<file path="src/rtl/hazard_pkg.sv">
// Shared types and constants for the decode-stage hazard scoreboard.
// Build option: HAZARD_FORWARD_EN (EX/MEM/WB forwarding present, only load-use stalls).
package hazard_pkg;

   localparam int REG_W     = 3;
   localparam int DEF_DEPTH = 3;

   localparam int STG_EX  = 0;
   localparam int STG_MEM = 1;
   localparam int STG_WB  = 2;

   // One in-flight destination: {v, rd, ld}
   typedef struct packed {
      logic             v;
      logic [REG_W-1:0] rd;
      logic             ld;
   } entry_t;

endpackage

</file>
<file path="src/rtl/hazard_match.sv">
// Combinational comparator: does a read source hit any tracked in-flight destination.
// Build option: HAZARD_FORWARD_EN restricts the hit to a load sitting in the EX entry.
module hazard_match
   import hazard_pkg::*;
#(
   parameter int DEPTH = DEF_DEPTH
) (
   input  entry_t [DEPTH-1:0] i_entries,
   input  logic [REG_W-1:0]   i_src,
   input  logic               i_src_valid,
   output logic               o_hit
);

   logic w_match;
   logic w_unused;

   always_comb begin
      w_match = 1'b0;
`ifdef HAZARD_FORWARD_EN
      // Forwarding covers every ALU producer; only a load in EX has no data yet
      w_match = i_entries[STG_EX].v & i_entries[STG_EX].ld &
                (i_entries[STG_EX].rd == i_src);
`else
      for (int i = 0; i < DEPTH; i++) begin
         if (i_entries[i].v && (i_entries[i].rd == i_src)) begin
            w_match = 1'b1;
         end
      end
`endif
   end

   assign w_unused = ^i_entries;
   assign o_hit    = i_src_valid & w_match;

endmodule

</file>
<file path="src/rtl/hazard_scoreboard.sv">
// Decode-stage RAW hazard detector: tracks in-flight destinations and freezes decode on a hit.
// Build option: HAZARD_FORWARD_EN (load-use only stalls; otherwise full EX/MEM/WB scoreboard).
module hazard_scoreboard
   import hazard_pkg::*;
#(
   parameter int DEPTH = DEF_DEPTH,
   parameter int CNT_W = 16
) (
   input  logic             clk,
   input  logic             rst,
   input  logic             id_valid,
   input  logic [REG_W-1:0] Rs,
   input  logic [REG_W-1:0] Rt,
   input  logic [REG_W-1:0] Rd,
   input  logic             Rs_valid,
   input  logic             Rt_valid,
   input  logic             Rd_valid,
   input  logic             id_is_load,
   input  logic             flush,
   output logic             stall,
   output logic [CNT_W-1:0] stall_count
);

   entry_t [DEPTH-1:0] r_entries;
   logic [CNT_W-1:0]   r_count;

   logic   w_hit_rs;
   logic   w_hit_rt;
   logic   w_raw_hz;
   logic   w_stall;
   entry_t w_entry_in;

   hazard_match #(.DEPTH(DEPTH)) u_match_rs (
      .i_entries   (r_entries),
      .i_src       (Rs),
      .i_src_valid (Rs_valid),
      .o_hit       (w_hit_rs)
   );

   hazard_match #(.DEPTH(DEPTH)) u_match_rt (
      .i_entries   (r_entries),
      .i_src       (Rt),
      .i_src_valid (Rt_valid),
      .o_hit       (w_hit_rt)
   );

   // A flushed decode instruction is squashed, so it never stalls
   assign w_raw_hz = id_valid & (w_hit_rs | w_hit_rt);
   assign w_stall  = w_raw_hz & ~flush;

   always_comb begin
      w_entry_in = '0;
      if (!flush && !w_stall) begin
         w_entry_in.v  = id_valid & Rd_valid;
         w_entry_in.rd = Rd;
         w_entry_in.ld = id_is_load;
      end
   end

   // Downstream stages advance every cycle so a producer always drains
   always_ff @(posedge clk or posedge rst) begin
      if (rst) begin
         r_entries <= '0;
      end else begin
         for (int i = DEPTH - 1; i > 0; i--) begin
            r_entries[i] <= r_entries[i-1];
         end
         r_entries[STG_EX] <= w_entry_in;
      end
   end

   always_ff @(posedge clk or posedge rst) begin
      if (rst) begin
         r_count <= '0;
      end else if (w_stall && (r_count != {CNT_W{1'b1}})) begin
         r_count <= r_count + 1'b1;
      end
   end

   assign stall       = w_stall;
   assign stall_count = r_count;

endmodule

</file>
<file path="config.mk">
export PLATFORM = sky130hd
export DESIGN_NAME = hazard_scoreboard
export DESIGN_NICKNAME = d
export VERILOG_FILES = /design/src/rtl/hazard_pkg.sv /design/src/rtl/hazard_match.sv /design/src/rtl/hazard_scoreboard.sv
export SDC_FILE = /design/constraint.sdc
export NUM_CORES = 1
export LEC_CHECK = 0
export ABC_AREA = 0
export BUFFER_PORTS_ARGS = -buffer_cell sky130_fd_sc_hd__buf_4
export CELL_PAD_IN_SITES_DETAIL_PLACEMENT = 0
export CELL_PAD_IN_SITES_GLOBAL_PLACEMENT = 1
export CORE_MARGIN = 2
export CORE_UTILIZATION = 25
export CTS_CLUSTER_DIAMETER = 120
export DETAILED_ROUTE_END_ITERATION = 12
export GPL_ROUTABILITY_DRIVEN = 1
export PLACE_DENSITY = 0.6
export SLEW_MARGIN = 20
export SYNTH_ARGS = -nofsm -noshare
export SYNTH_HDL_FRONTEND = slang
export SYNTH_SLANG_ARGS = --single-unit
</file>
<file path="constraint.sdc">
create_clock -name clk -period 4.7 [get_ports clk]
set_input_delay 0.705 -clock clk [delete_from_list [all_inputs] [get_ports clk]]
set_output_delay 0.705 -clock clk [all_outputs]
set_load 0.02 [all_outputs]
</file>
# Yosys cells after proc, flatten, opt, wreduce, memory -nomap -nowiden
# Cells that the tools add are included.
# Widths: inputs -> output; s select.
# totals
n_memories	0
rom_bits	0
ramBits	0
output_inout_bits	17
register_bits	28
latch_bits	0
word_cells	39
# classes
div_mod_pow	0
mux	7
bitwise	7
n_eq_ne	7
n_mul	0
shift	0
n_lt_le_gt_ge	0
n_reduce_logical	10
addsub	1
# ops
op	count
$eq 3x3->1	6
$add 16x1->16 const B	1
$ne 16x16->1 const B	1
$logic_and 1x1->1	8
$mux 1	6
$and 1x1->1	5
$mux 5	1
$logic_not 1->1	2
$not 1->1	1
$or 1x1->1	1

# Logic depth before layout (Yosys ltp)
# logic_depth
ltp_word	12
ltp_mapped	7
mapped_depth_nobuf	6

# Cells and area by module
# A second synthesis with hierarchy kept.
# hier_totals
cells_unflattened	123
hier_area_um2	1524.0
# modules_own_cells
module	area_each_um2	cells_each	seq_area_each_um2	instances
hazard_scoreboard	1308.8	95	775.7	1
hazard_match	107.6	14	0.0	2

# Worst setup path after synthesis
# OpenSTA, ideal clock, no wires.
# synth_path
kind	input to output
from	input Rs[0]
to	output stall
t_arrival_ns	1.611
slack_ns	2.384
stages	6
n_path_buf	1
path_cell_list	xnor2_1 -> nand4_1 -> a31oi_2 -> o21ai_2 -> buf_6 -> inv_1
# synth_via
elab_chain_cells	9
word_cells_on_any_way	13
# synth_rtl
item	line	text
start: declaration	hazard_scoreboard.sv:12	input logic [REG_W-1:0] Rs,
$eq 3x3->1	hazard_match.sv:25	if (i_entries[i].v && (i_entries[i].rd == i_src)) begin
$logic_and 1x1->1	hazard_match.sv:25	
$mux 1 (2 in a row)	hazard_match.sv:25	
$mux 1 *	hazard_match.sv:25	
$and 1x1->1 *	hazard_match.sv:33	assign o_hit = i_src_valid & w_match;
$or 1x1->1 *	hazard_scoreboard.sv:48	assign w_raw_hz = id_valid & (w_hit_rs | w_hit_rt);
$and 1x1->1 *	hazard_scoreboard.sv:48	
$and 1x1->1 *	hazard_scoreboard.sv:49	assign w_stall = w_raw_hz & ~flush;
end: declaration	hazard_scoreboard.sv:20	output logic stall,
# Mark *: on every way between the ends. The rest lies on a longest branch, timed or not.

# Final worst setup path
# Ends and elaborated chain as after synthesis.

==> impl_metrics.json <==
{
  "cell_taking_the_most_area_after_synthesis": "sky130_fd_sc_hd__dfrtp_1",
  "grt_overflow": 0,
  "drt.antenna.violating_nets": 0,
  "io_buffer_count": 32,
  "cpMostUsedCell": "sky130_fd_sc_hd__buf_4",
  "largest_net_degree_at_the_start_of_global_routing": 29,
  "die_h_um": 79,
  "p_per_area_nw_per_um2": 293,
  "dr.first_iter.drc_count": 35,
  "drt_pass1_iterations": 4,
  "core-area_um2": 5470,
  "initial_core_util": 0.257,
  "sequential_cell_area_um2": 701,
  "power.leakage_nw": 0.852,
  "peakVddDrop_v": 0.000160,
  "final_core_utilization": 0.328,
  "grt_usage": 0.0960,
  "finalWirelength_um": 2920,
  "number_of_global_route_vias_before_repair": 987,
  "routed_via_density": 4.33,
  "asyncSetResetFlopFracSynth": 1.00,
  "rr_startpoint": "r_entries[2]$_DFF_PP0_",
  "r2r.worst_path.cells": 6,
  "num-fill-cells": 570,
  "synth_top_cell_area_share": 0.498,
  "insertedDiodeCount": 0,
  "clkSlewWorstSetupHoldPaths_ns": 0.10,
  "final.setup_skew_ns": 0.00215,
  "timing.max_cap.violations": 0,
  "crit_slowest_cell": "sky130_fd_sc_hd__o21ai_2",
  "crit_required_ns": 3.99,
  "ff2ff_setup_slack_ns": 2.61,
  "hold_path_class": "flip-flop to flip-flop",
  "final.period_utilization": 0.607,
  "yosysSeqAreaShare": 0.498,
  "cts.root.buffer_cell": "sky130_fd_sc_hd__clkbuf_8",
  "cp-startpoint": "Rs[0]",
  "grt_first_pass_wirelength_um": 4740,
  "setup_viol": 0,
  "critical_path.endpoint": "stall",
  "cts_setup_buffers": 0,
  "drcViolationCount": 0,
  "flop_and_latch_count_out_of_synthesis": 28,
  "holdPathStages": 0,
  "layout-drive-gt1-share": 0.306,
  "die_area_um2": 6240,
  "clk-insertion-delay-late_ns": 0.27,
  "finish.instance_area_um2": 1800,
  "synth.lib_cells_used.distinct": 32,
  "timing.final.max_slew_violations": 0,
  "critical_path.max_stage_delay_ns": 0.68,
  "gp_congestion": 0.900,
  "placement.cell_area_um2": 1730,
  "layout.nets": 176,
  "rsz0062_at_grt": "no",
  "dpl.cell_count": 225,
  "rr_endpoint": "stall_count[14]$_DFFE_PP0P_",
  "crit_chain": "buf_4, xnor2_1, nand4_1, a31oi_2, o21ai_2, inv_1, buf_4",
  "number_of_buffers_created_by_cts": 3,
  "area_of_combinational_cells_with_multiple_inputs_um2": 679,
  "vias": 992,
  "crit_path_max_fanout": 17,
  "synth_fp_nets": 140,
  "startpoint_type": "input port",
  "layout_min_cycle_time_ns": 2.85,
  "cts_num_sinks": 28,
  "syn_avg_cell_area_um2": 11.5,
  "die_w_um": 79,
  "hold_fix_buffer_count_after_cts": 0,
  "ys_top_cells_by_area": "sky130_fd_sc_hd__dfrtp_1 50%, sky130_fd_sc_hd__xnor2_1 11%, sky130_fd_sc_hd__xor2_1 7.5%",
  "worst-endpoint-arrival_ns": 2.15,
  "count_of_cells_resized_by_post_cts_repair": 0,
  "cts_tree": "done",
  "design.portCount": 34,
  "synth_top_cells_by_count": "28 x sky130_fd_sc_hd__dfrtp_1, 18 x sky130_fd_sc_hd__xnor2_1, 12 x sky130_fd_sc_hd__xor2_1",
  "grt_antenna_before_repair": 0,
  "worstSetupPathType": "input port to primary output",
  "number_of_enable_type_register_cells_in_the_synthesized_netlist": 0,
  "hold_violation_count_in_the_final_report": 0,
  "synth_cells": 122,
  "ys_dominant_reg_cell": "sky130_fd_sc_hd__dfrtp_1",
  "tns_ns": 0,
  "ctsHtreeMaxLevel": 1,
  "totalPowerFinal_mw": 0.527,
  "detail_route.wl_per_cell_um": 12.8,
  "area_overhead_vs_synth_pct": 27.8,
  "dp_hpwl_um": 2170,
  "filler_free_cell_count_of_the_finished_design": 229,
  "timing.fmax_mhz": 350,
  "endpoint_kind": "primary output",
  "num_rows": 27,
  "synthesis.area_um2": 1410,
  "synth_most_common_cell": "sky130_fd_sc_hd__dfrtp_1",
  "ys.warnings.count": 0,
  "tightestPinTransition_ns": 0.820,
  "cts_max_path_buffers": 2,
  "run_status": "completed",
  "slew_headroom": 0.453
}
==> how the worst min path moves through the flow <==
| stage | slack (ns) | start | to |
|---|---|---|---|
| floorplan | 0.37 | r_entries[9]$_DFF_PP0_ | r_entries[14]$_DFF_PP0_ |
| global placement | 0.39 | r_entries[9]$_DFF_PP0_ | r_entries[14]$_DFF_PP0_ |
| detailed placement | 0.39 | r_entries[9]$_DFF_PP0_ | r_entries[14]$_DFF_PP0_ |
| CTS | 0.41 | r_entries[9]$_DFF_PP0_ | r_entries[14]$_DFF_PP0_ |
| global route | 0.45 | r_entries[4]$_DFF_PP0_ | r_entries[9]$_DFF_PP0_ |
| finish | 0.41 | r_entries[9]$_DFF_PP0_ | r_entries[14]$_DFF_PP0_ |
==> cell usage in the layout, fill, tap and decap left out, types with 2 or more instances in the layout <==
cell and n:
sky130_fd_sc_hd__nor3_1 7, sky130_fd_sc_hd__clkbuf_8 3, sky130_fd_sc_hd__and2_1 3, sky130_fd_sc_hd__mux2_1 2, sky130_fd_sc_hd__dfrtp_1 28, sky130_fd_sc_hd__nor3_2 2
sky130_fd_sc_hd__buf_4 32, sky130_fd_sc_hd__nor2b_1 3, sky130_fd_sc_hd__nand2_1 7, sky130_fd_sc_hd__nand4_1 9, sky130_fd_sc_hd__nand3_1 4, sky130_fd_sc_hd__xor2_1 12
sky130_fd_sc_hd__xnor2_1 18, sky130_fd_sc_hd__and3_1 2, sky130_fd_sc_hd__inv_1 3, sky130_fd_sc_hd__nor2_1 3
==> registers in the layout, summed over array words and instances, names as in the netlist <==
name,cells
r_entries,12
stall_count,16
==> kinds of logic after synthesis <==
kind of cell             Yosys count  synth area share
buffers and inverters              5            0.0187
XOR/XNOR                          30             0.187
multiplexers                       3            0.0240
AO/OA/AOI/OAI                      7            0.0391
flip-flops                        28             0.498
AND/OR/NAND/NOR                   48             0.224
adder cells (fa/ha/maj)            1           0.00890
==> metrics by stage <==
stage | setup slack [ns] | hold WS, ns
2_1_floorplan | 2.38 | 0.373
3_3_place_gp | 1.81 | 0.392
3_5_place_dp | 1.83 | 0.389
4_1_cts | 1.81 | 0.412
5_1_grt | 1.72 | 0.450
6_report | 1.85 | 0.406
==> final cells by class <==
cell class                 instances  share of cell area
sequential                        28               0.390
multi-input combinational         89               0.378
timing repair buffer              32               0.134
tap                               72              0.0501
clock buffer                       3              0.0230
clock inverter                     1              0.0167
inverter                           4             0.00836
==> metal layers <==
| metal | global-route usage | wire [um] | part of all wire |
|---|---|---|---|
| met1 | 0.125 | 1340 | 0.46 |
| met2 | 0.159 | 1430 | 0.49 |
| met3 | 0.0170 | 111 | 0.038 |
| met4 | 0.0362 | 48 | 0.016 |
| met5 | 0 | 0 | 0 |
==> worst max-delay path, delay by kind of cell <==
family          cells  cell delay (ns)
simple gates        1             0.11
buf+inv             3             0.40
compound gates      2             0.81
xor+xnor            1             0.12
==> power by group <==
part | switching, mW | internal [mW] | total [mW]
clock network | 0.0766 | 0.114 | 0.191
logic | 0.0329 | 0.0349 | 0.0678
registers | 0.0152 | 0.253 | 0.268
total | 0.125 | 0.402 | 0.527
No activity file was read; power rests on OpenSTA's default activity.
